--- src/rtl/mmu_read_arbiter.sv ---
`default_nettype none
// ============================================================================
// Module   : mmu_read_arbiter
// Brief    : Arbitrates NUM_PORTS read masters onto one AXI AR/R channel pair.
//            Define MMU_ARB_ROUND_ROBIN_EN for round-robin, else fixed priority.
// Revision : 1.0 - initial release
// ============================================================================
module mmu_read_arbiter #(
  parameter int NUM_PORTS = 2,
  parameter int BURST_LEN = 16,
  parameter int ID_W      = 4
) (
  input  logic                    clk,
  input  logic                    rst,
  input  logic [NUM_PORTS-1:0]    req_valid,
  input  logic [NUM_PORTS*32-1:0] req_addr,
  input  logic [NUM_PORTS-1:0]    req_single,
  output logic [NUM_PORTS-1:0]    req_ready,
  output logic [31:0]             resp_data,
  output logic [NUM_PORTS-1:0]    resp_valid,
  output logic [NUM_PORTS-1:0]    resp_last,
  output logic [NUM_PORTS-1:0]    resp_err,
  output logic                    proto_err,
  output logic [ID_W-1:0]         arid,
  output logic [31:0]             araddr,
  output logic [7:0]              arlen,
  output logic [2:0]              arsize,
  output logic [1:0]              arburst,
  output logic                    arvalid,
  input  logic                    arready,
  input  logic [ID_W-1:0]         rid,
  input  logic [31:0]             rdata,
  input  logic [1:0]              rresp,
  input  logic                    rlast,
  input  logic                    rvalid,
  output logic                    rready
);

  localparam int       c_idx_w       = $clog2(NUM_PORTS);
  localparam bit [7:0] c_burst_arlen = 8'(BURST_LEN - 1);

  typedef enum logic [1:0] {S_IDLE, S_ADDR, S_DATA} state_t;

  state_t             r_state;
  logic [c_idx_w-1:0] r_win;
  logic [7:0]         r_count;
`ifdef MMU_ARB_ROUND_ROBIN_EN
  logic [c_idx_w-1:0] r_ptr;
`endif

  logic               w_found;
  logic [c_idx_w-1:0] w_pick;
  logic [c_idx_w:0]   w_cand;
  logic [31:0]        w_addr;
  logic               w_rid_match;
  logic               w_beat;
  logic               w_bad_id;
  logic               w_len_err;
  logic               w_ar_done;

  // Winner search; the extra bit in w_cand absorbs the pointer wrap-around.
  always_comb begin
    w_found = 1'b0;
    w_pick  = '0;
    w_cand  = '0;
    for (int k = 0; k < NUM_PORTS; k++) begin
`ifdef MMU_ARB_ROUND_ROBIN_EN
      w_cand = {1'b0, r_ptr} + (c_idx_w+1)'(k);
      if (w_cand >= (c_idx_w+1)'(NUM_PORTS))
        w_cand = w_cand - (c_idx_w+1)'(NUM_PORTS);
`else
      w_cand = (c_idx_w+1)'(k);
`endif
      if (!w_found && req_valid[w_cand[c_idx_w-1:0]]) begin
        w_found = 1'b1;
        w_pick  = w_cand[c_idx_w-1:0];
      end
    end
  end

  assign w_addr      = req_addr[32*w_pick +: 32];
  assign w_rid_match = (rid == ID_W'(r_win));
  assign w_beat      = (r_state == S_DATA) && rvalid && w_rid_match;
  assign w_bad_id    = (r_state == S_DATA) && rvalid && !w_rid_match;
  assign w_len_err   = w_beat && ((rlast && (r_count != arlen)) ||
                                  (!rlast && (r_count == arlen)));
  assign w_ar_done   = (r_state == S_ADDR) && arready;

  assign arid   = ID_W'(r_win);
  assign arsize = 3'b010;

  always_ff @(posedge clk or posedge rst) begin
    if (rst) begin
      r_state   <= S_IDLE;
      r_win     <= '0;
      r_count   <= '0;
      arvalid   <= 1'b0;
      rready    <= 1'b0;
      araddr    <= '0;
      arlen     <= '0;
      arburst   <= '0;
      proto_err <= 1'b0;
`ifdef MMU_ARB_ROUND_ROBIN_EN
      r_ptr     <= '0;
`endif
    end else begin
      case (r_state)
        S_IDLE: begin
          if (w_found) begin
            r_state <= S_ADDR;
            r_win   <= w_pick;
            araddr  <= w_addr;
            arvalid <= 1'b1;
            if (req_single[w_pick]) begin
              arlen   <= 8'd0;
              arburst <= 2'b00;
            end else begin
              arlen   <= c_burst_arlen;
              arburst <= 2'b01;
            end
          end
        end
        S_ADDR: begin
          if (arready) begin
            r_state <= S_DATA;
            arvalid <= 1'b0;
            rready  <= 1'b1;
            r_count <= '0;
          end
        end
        S_DATA: begin
          if (w_beat) begin
            r_count <= r_count + 8'd1;
            if (rlast) begin
              r_state <= S_IDLE;
              rready  <= 1'b0;
`ifdef MMU_ARB_ROUND_ROBIN_EN
              r_ptr   <= (r_win == c_idx_w'(NUM_PORTS - 1)) ? '0 : r_win + 1'b1;
`endif
            end
          end
        end
        default: r_state <= S_IDLE;
      endcase
      if (w_bad_id || w_len_err)
        proto_err <= 1'b1;
    end
  end

  // Strobes are combinational so they coincide with the handshake / beat.
  always_comb begin
    req_ready  = '0;
    resp_valid = '0;
    resp_last  = '0;
    resp_err   = '0;
    resp_data  = '0;
    if (w_ar_done)
      req_ready[r_win] = 1'b1;
    if (w_beat) begin
      resp_data         = rdata;
      resp_valid[r_win] = 1'b1;
      resp_last[r_win]  = rlast;
      resp_err[r_win]   = |rresp;
    end
  end

endmodule
`default_nettype wire
--- config.mk ---
export PLATFORM = sky130hd
export DESIGN_NAME = mmu_read_arbiter
export DESIGN_NICKNAME = d
export VERILOG_FILES = /design/src/rtl/mmu_read_arbiter.sv
export SDC_FILE = /design/constraint.sdc
export NUM_CORES = 1
export LEC_CHECK = 0
export BUFFER_PORTS_ARGS = -buffer_cell sky130_fd_sc_hd__buf_2
export CAP_MARGIN = 30
export CELL_PAD_IN_SITES_DETAIL_PLACEMENT = 1
export CELL_PAD_IN_SITES_GLOBAL_PLACEMENT = 1
export CORE_UTILIZATION = 30
export DETAILED_ROUTE_END_ITERATION = 10
export HOLD_SLACK_MARGIN = 0.03
export PLACE_DENSITY = 0.86
export SLEW_MARGIN = 20
export SYNTH_ARGS = -nofsm -noshare
export SYNTH_HDL_FRONTEND = slang
export SYNTH_SLANG_ARGS = --single-unit
--- constraint.sdc ---
create_clock -name clk -period 3.81 [get_ports clk]
set_clock_uncertainty 0.1 [all_clocks]
set_input_delay 0.5715 -clock clk [delete_from_list [all_inputs] [get_ports clk]]
set_output_delay 0.5715 -clock clk [all_outputs]
set_load 0.005 [all_outputs]
==> results of run 1 <==
-- registers in the layout (all words and copies together), names as in the netlist --
| signal | cells |
|---|---|
| araddr | 32 |
| r_count | 8 |
| r_state | 2 |
| arlen | 1 |
| arvalid | 1 |
| proto_err | 1 |
| r_win | 1 |
| rready | 1 |
-- synth_stat cells (3+ instances only) --
master	number	share of area [%]
a21oi_1	9	1.7
nand2_1	42	5.9
nand3_1	6	1.1
and2_1	35	8.2
mux2i_1	33	12
o21ai_0	36	6.7
nor2_1	11	1.5
or4_1	3	0.84
dfrtp_1	47	44
clkbuf_1	11	1.5
nor4_1	4	0.93
nor3_1	4	0.75
buf_2	4	0.75
buf_4	16	4.5
-- cells by family after synthesis --
group	Yosys count	synth area share, %
and+or+nand+nor	121	24.24
AOI/OAI and AO/OA	51	10.04
DFF	47	43.90
buffers and inverters	34	7.473
muxes	33	12.33
xor gates and xnor gates	3	1.261
other	2	0.2803
adders and majority gates	1	0.4670
-- critical path, delay by kind of cell, from the launching register on --
kind / cells / cell delay [ns]
AND/OR/NAND/NOR: 3 / 0.89
flip-flops: 1 / 0.51
XOR/XNOR: 1 / 0.44
buffers and inverters: 1 / 0.12
-- how the worst max path moves through the flow --
| stage | start | to | slack [ns] | cells past startpoint |
|---|---|---|---|---|
| 4_1_cts | r_win | resp_err[1] | 0.84 | 5 |
| 3_3_place_gp | rid[1] | resp_err[1] | 1.02 | 6 |
| 2_1_floorplan | rid[1] | resp_data[22] | 1.43 | 5 |
| 5_1_grt | r_win | resp_err[1] | 0.68 | 5 |
| 6_report | r_win | resp_err[1] | 0.89 | 5 |
| 3_5_place_dp | rid[1] | resp_err[1] | 0.91 | 6 |
-- per-layer routing --
metal  up-vias  routed length (um)
met5         -                   0
met4         0                  74
met3         9                 508
met2       101                4572
met1      1275                3140
li1       1320                   -
-- final cells by class --
type | instances | area [sq um]
Clock buffer | 5 | 68.82
Clock inverter | 2 | 37.54
Fill cell | 1119 | 4907
Inverter | 2 | 7.507
Multi-Input combinational cell | 220 | 1355
Sequential cell | 47 | 1176
Tap cell | 108 | 135.1
Timing Repair Buffer | 194 | 991.0
-- power by group through the flow --
stage          registers [uW]  clock network (uW)  logic, uW
6_report                  834                 364        739
5_1_grt                   867                 397        843
3_5_place_dp              848                   0        759
2_1_floorplan             835                   0        417
4_1_cts                   840                 381        759
3_3_place_gp              837                   0        718
-- stage by stage --
stage / total power, uW / util (%) / hold slack, ns / area (sq um)
floorplan: 1253 / - / 0.3683 / 2713
global placement: 1555 / 42.00 / 0.3570 / 3645
detailed placement: 1607 / 42.23 / 0.3652 / 3665
CTS: 1980 / 43.45 / 0.1982 / 3771
global route: 2108 / 43.45 / 0.2245 / 3771
finish: 1938 / 43.45 / 0.1875 / 3771
==> Flow_metrics.wiki, run 1 <==
{| class="wikitable"
! Metric !! Value
|-
| Outcome || completed
|-
| Path type of the worst min-delay path || input port to asynchronous set/reset pin
|-
| Share of flip-flops with an asynchronous set or reset after synthesis || 100.0%
|-
| Worst voltage drop across the vdd grid || 226.0 uV
|-
| Sw power || 717.1 uW
|-
| Number of core rows || 34
|-
| Number of global-route vias before repair || 2694
|-
| Number of enable-type register cells in the synthesized netlist || 0
|-
| Worst Max-Slew Pin Slew || 0.5764 ns
|-
| Clock Latency Late Sink || 0.30 ns
|-
| Setup Viol. Count Final || 0
|-
| Internal power || 1221 uW
|-
| Max-capacitance violation count || 0
|-
| Die width || 96.50 um
|-
| Number of synthesized register bits || 47
|-
| Synthesized area per cell || 9.174 sq um
|-
| Type of the worst setup path || flip-flop to output port
|-
| Met2 Resource Use GR || 33.45%
|-
| IO Count || 203
|-
| Unrepaired setup endpoints after global routing || false
|-
| Number of slew-limit violations in the final report || 0
|-
| Max-slew headroom || 61.43%
|-
| Setup total negative slack || 0 ns
|-
| Cts repair resizes || 0
|-
| Commonest non-fill, non-tap cells in the layout || buf_2, dfrtp_1, nand2_1
|-
| Crit path capture type || output port
|-
| Met1 track utilization from global routing || 19.31%
|-
| Most common cell after layout, fill and taps aside || buf_2
|-
| Number of failing hold endpoints at the final stage || 0
|-
| Floorplan die height || 96.50 um
|-
| Hold buffer count at cts || 0
|-
| Share of synthesized area occupied by flip-flops and latches || 43.90%
|-
| Library cell contributing the largest single delay on the critical path || and3_2
|-
| Global-route wire length before repair || 12520 um
|-
| Iteration-0 DRC Markers || 71
|-
| Final routed DRC violation total || 0
|-
| Net count, final || 582
|-
| Clock sinks || 47
|-
| Crit Reg-Reg Startpoint || r_win
|-
| Core region area || 8678 sq um
|-
| Hpwl dp || 6776 um
|-
| Terminus of the critical flop-to-flop path || r_count[3]
|-
| Maximum fanout encountered on the critical timing path || 35
|-
| Final worst path period need || 2.922 ns
|-
| Via count of the routed design || 2705
|-
| TritonCTS clock tree || done
|-
| Diodes inserted || 0
|-
| Slowest stage delay, CP || 0.56 ns
|-
| Register clock-pin slew on the reported worst setup and hold paths || 0.09 ns
|-
| Post-route antenna net violation count || 0
|-
| Final period utilization || 76.70%
|-
| Synth-to-layout area growth || 40.78%
|-
| Warning count from the yosys run || 0
|-
| First-pass DRT Iterations || 4
|-
| Met3 Track Usage GR || 3.991%
|-
| Pin count of the biggest net entering global routing || 44
|-
| Busiest layer in global routing || met2
|-
| Share of cells above drive strength 1 || 44.89%
|-
| Number of clock buffers inserted by TritonCTS || 5
|-
| Synth Flop Type || dfrtp_1
|-
| Critical path data required time || 3.14 ns
|-
| Number of unique standard cell types used by synthesis || 39
|-
| Wire length after detailed routing || 8296 um
|-
| Routed WL per cell || 14.35 um
|-
| Register-to-Register Setup Slack || 1.76 ns
|-
| Mapped Cells || 292
|-
| Power density cells || 514.0 nW/um^2
|-
| Initial antenna violation count || 0
|-
| Static power due to leakage || 0.002051 uW
|-
| Worst endpoint data arrival time || 2.25 ns
|-
| Root Driver || clkbuf_8
|-
| Total congestion overflow || 0
|-
| Max H-tree Level || 2
|-
| Switching portion of total power || 37.00%
|-
| Instance count after placement with tap cells included || 571
|-
| Clock Power Share || 18.8%
|-
| Overall track demand over capacity in global routing || 17.47%
|-
| Ordered list of cells on the worst path || xnor2_2 -> and3_2 -> and2_1 -> nor2b_1 -> buf_2
|-
| Die Area || 9311 sq um
|-
| Sequential fraction of design power || 43.0%
|-
| Count of cells along the worst register-to-register path || 4
|-
| Post-synthesis instance area || 2679 sq um
|-
| Final setup margin || 0.8877 ns
|-
| Count of non-filler cells in the finished layout || 578
|-
| Setup Slack @ Placement || 0.9098 ns
|-
| Via-per-instance ratio || 4.680
|-
| F_max || 342.2 MHz
|-
| Startpoint types || flip-flop
|-
| Gp weighted congestion || 0.7155
|-
| Combinational cell fraction of total power || 38.2%
|-
| PortBufs || 191
|-
| Buffer count from post-CTS setup fixing || 0
|-
| Clock Path Buffers || 2
|-
| Initial core utilization || 30.87%
|}
Power figures use the tool's default switching activity.
==> inputs of run 2 (changes only) <==
--- a/config.mk
+++ b/config.mk
@@ -9,10 +9,10 @@
 export CAP_MARGIN = 30
 export CELL_PAD_IN_SITES_DETAIL_PLACEMENT = 1
 export CELL_PAD_IN_SITES_GLOBAL_PLACEMENT = 1
-export CORE_UTILIZATION = 30
+export CORE_UTILIZATION = 27
 export DETAILED_ROUTE_END_ITERATION = 10
 export HOLD_SLACK_MARGIN = 0.03
-export PLACE_DENSITY = 0.86
+export PLACE_DENSITY = 0.78
 export SLEW_MARGIN = 20
 export SYNTH_ARGS = -nofsm -noshare
 export SYNTH_HDL_FRONTEND = slang
==> constraint.sdc (replaced) <==
create_clock -name clk -period 3.06 [get_ports clk]
set_clock_uncertainty 0.1 [all_clocks]
set_input_delay 0.459 -clock clk [delete_from_list [all_inputs] [get_ports clk]]
set_output_delay 0.459 -clock clk [all_outputs]
set_load 0.005 [all_outputs]
==> Flow_metrics.wiki, run 2 (synthesis results as in run 1) <==
{| class="wikitable"
! Metric !! Value
|-
| Biggest regs || araddr x32, r_count x8, r_state x2
|-
| IO Count || 203 (unchanged)
|-
| Final period utilization || 90.95%
|-
| Share of cells above drive strength 1 || 45.24% (+0.35 points)
|-
| Wire length after detailed routing || 8297 um (about the same)
|-
| Root Driver || clkbuf_8
|-
| Gp weighted congestion || 0.8369 (+17%)
|-
| Unrepaired setup endpoints after global routing || false
|-
| Via count of the routed design || 2695 (-0.37%)
|-
| Worst endpoint data arrival time || 2.22 ns (-0.03 ns)
|-
| Number of clock buffers inserted by TritonCTS || 5 (unchanged)
|-
| Path type of the worst min-delay path || input port to asynchronous set/reset pin
|-
| Startpoint types || flip-flop
|-
| Crit path capture type || output port
|-
| Number of core rows || 35 (+2.9%)
|-
| Critical path data required time || 2.50 ns (-0.64 ns)
|-
| Area of the multi-input gates || 1355 sq um (unchanged)
|-
| Register clock-pin slew on the reported worst setup and hold paths || 0.10 ns (about the same)
|-
| Initial core utilization || 28.45% (-2.4 points)
|-
| Via-per-instance ratio || 4.477 (-4.3%)
|-
| Floorplan die height || 101.6 um (+5.3%)
|-
| Final cell utilization of the core || 40.85% (-2.6 points)
|-
| Crit Reg-Reg Startpoint || r_win
|-
| Max FFs per register || 32 (unchanged)
|-
| Commonest non-fill, non-tap cells in the layout || buf_2, dfrtp_1, nand2_1
|-
| TritonCTS clock tree || done
|-
| Routed WL per cell || 13.78 um (-4.0%)
|-
| Launching element of the worst setup path || r_win
|-
| Die width || 101.6 um (+5.3%)
|-
| Outcome || completed
|-
| Post-route antenna net violation count || 0 (unchanged)
|-
| Static power due to leakage || 0.002075 uW (+1.2%)
|-
| Final worst path period need || 2.783 ns
|-
| Max-capacitance violation count || 0 (unchanged)
|-
| Hpwl dp || 6849 um (+1.1%)
|-
| Iteration-0 DRC Markers || 30 (-58%)
|-
| Register name with the most flops || araddr
|-
| Synth-to-layout area growth || 43.58%
|-
| Number of fill cells in the layout || 1189 (+6.3%)
|-
| Total congestion overflow || 0 (unchanged)
|-
| Worst Max-Slew Pin Slew || 0.7096 ns (+0.1332 ns)
|-
| Core region area || 9415 sq um (+8.5%)
|-
| Number of failing hold endpoints at the final stage || 0 (unchanged)
|-
| Clock Path Buffers || 2 (unchanged)
|-
| Worst voltage drop across the vdd grid || 301.3 uV (+33%)
|-
| Initial antenna violation count || 0 (unchanged)
|-
| Clock sinks || 47 (unchanged)
|-
| Max H-tree Level || 2 (unchanged)
|-
| Overall track demand over capacity in global routing || 15.80% (-1.7 points)
|-
| First-pass DRT Iterations || 4 (unchanged)
|-
| Clock Latency Late Sink || 0.30 ns (about the same)
|-
| Setup Viol. Count Final || 0 (unchanged)
|-
| Number of global-route vias before repair || 2692 (-0.074%)
|-
| Pin count of the biggest net entering global routing || 42 (-4.5%)
|-
| Total area of sequential cells || 1176 sq um (unchanged)
|-
| Setup total negative slack || 0 ns (unchanged)
|-
| Diodes inserted || 0 (unchanged)
|-
| Number of slew-limit violations in the final report || 0 (unchanged)
|-
| Net count, final || 584 (+0.34%)
|-
| Power density cells || 638.8 nW/um^2 (+24%)
|-
| PortBufs || 191 (unchanged)
|-
| Hold buffer count at cts || 0 (unchanged)
|-
| Cts repair resizes || 0 (unchanged)
|-
| Final routed DRC violation total || 0 (unchanged)
|-
| Most common cell after layout, fill and taps aside || buf_2
|-
| Buffer count from post-CTS setup fixing || 0 (unchanged)
|-
| Register-to-Register Setup Slack || 1.06 ns (-0.70 ns)
|-
| Global-route wire length before repair || 13020 um (+4.0%)
|-
| F_max || 359.3 MHz
|-
| Type of the worst setup path || flip-flop to output port
|-
| Maximum fanout encountered on the critical timing path || 35 (unchanged)
|-
| Max-slew headroom || 52.60% (-8.8 points)
|-
| Die Area || 10320 sq um (+11%)
|}
[run 2: path summary, 6_finish.rpt]
kind                                to  depth (start not counted)
max                        resp_err[1]                          5
min                          araddr[3]                          2
max reg2reg                 r_count[3]                          4
min reg2reg                  araddr[5]                          2
max in group asynchronous   araddr[16]                          3
min in group clk            r_state[0]                          2
[run 2: cell type report]
type / count / share of cell area, %
flip-flops and latches: 47 / 30.58
inverters: 2 / 0.1952
repair buffers: 196 / 26.81
multi-input cells: 220 / 35.23
clock buffers: 5 / 1.789
clock inverters: 3 / 1.204
well taps: 129 / 4.196
[run 2: layer usage]
layer / global-route usage [%] / share of wire (%)
met1: 18.28 / 40
met2: 29.78 / 54
met3: 3.589 / 6.1
met4: 2.787 / 0.18
met5: 0 / 0
[run 2: worst max-delay path, stage by stage, from the launching register on]
cell	delay, ns
dfrtp_1	0.49
xnor2_2	0.42
and3_2	0.56
and2_1	0.20
nor2b_1	0.14
buf_2	0.12
[run 2: power breakdown]
part	internal (uW)	switching (uW)	total (uW)
clock	246	225	471
combinational	437	510	947
sequential	867	171	1040
[run 2: through the flow]
stage	std cells	hold WS, ns	worst slack [ns]	total power [uW]	cell area, sq um
floorplan	301	0.3683	0.9062	1560	2713
global placement	593	0.3578	0.6378	1968	3711
detailed placement	594	0.3701	0.5736	2025	3731
CTS	602	0.06018	0.2858	2512	3846
global route	602	0.07714	0.04472	2684	3846
finish	602	0.06130	0.2770	2457	3846
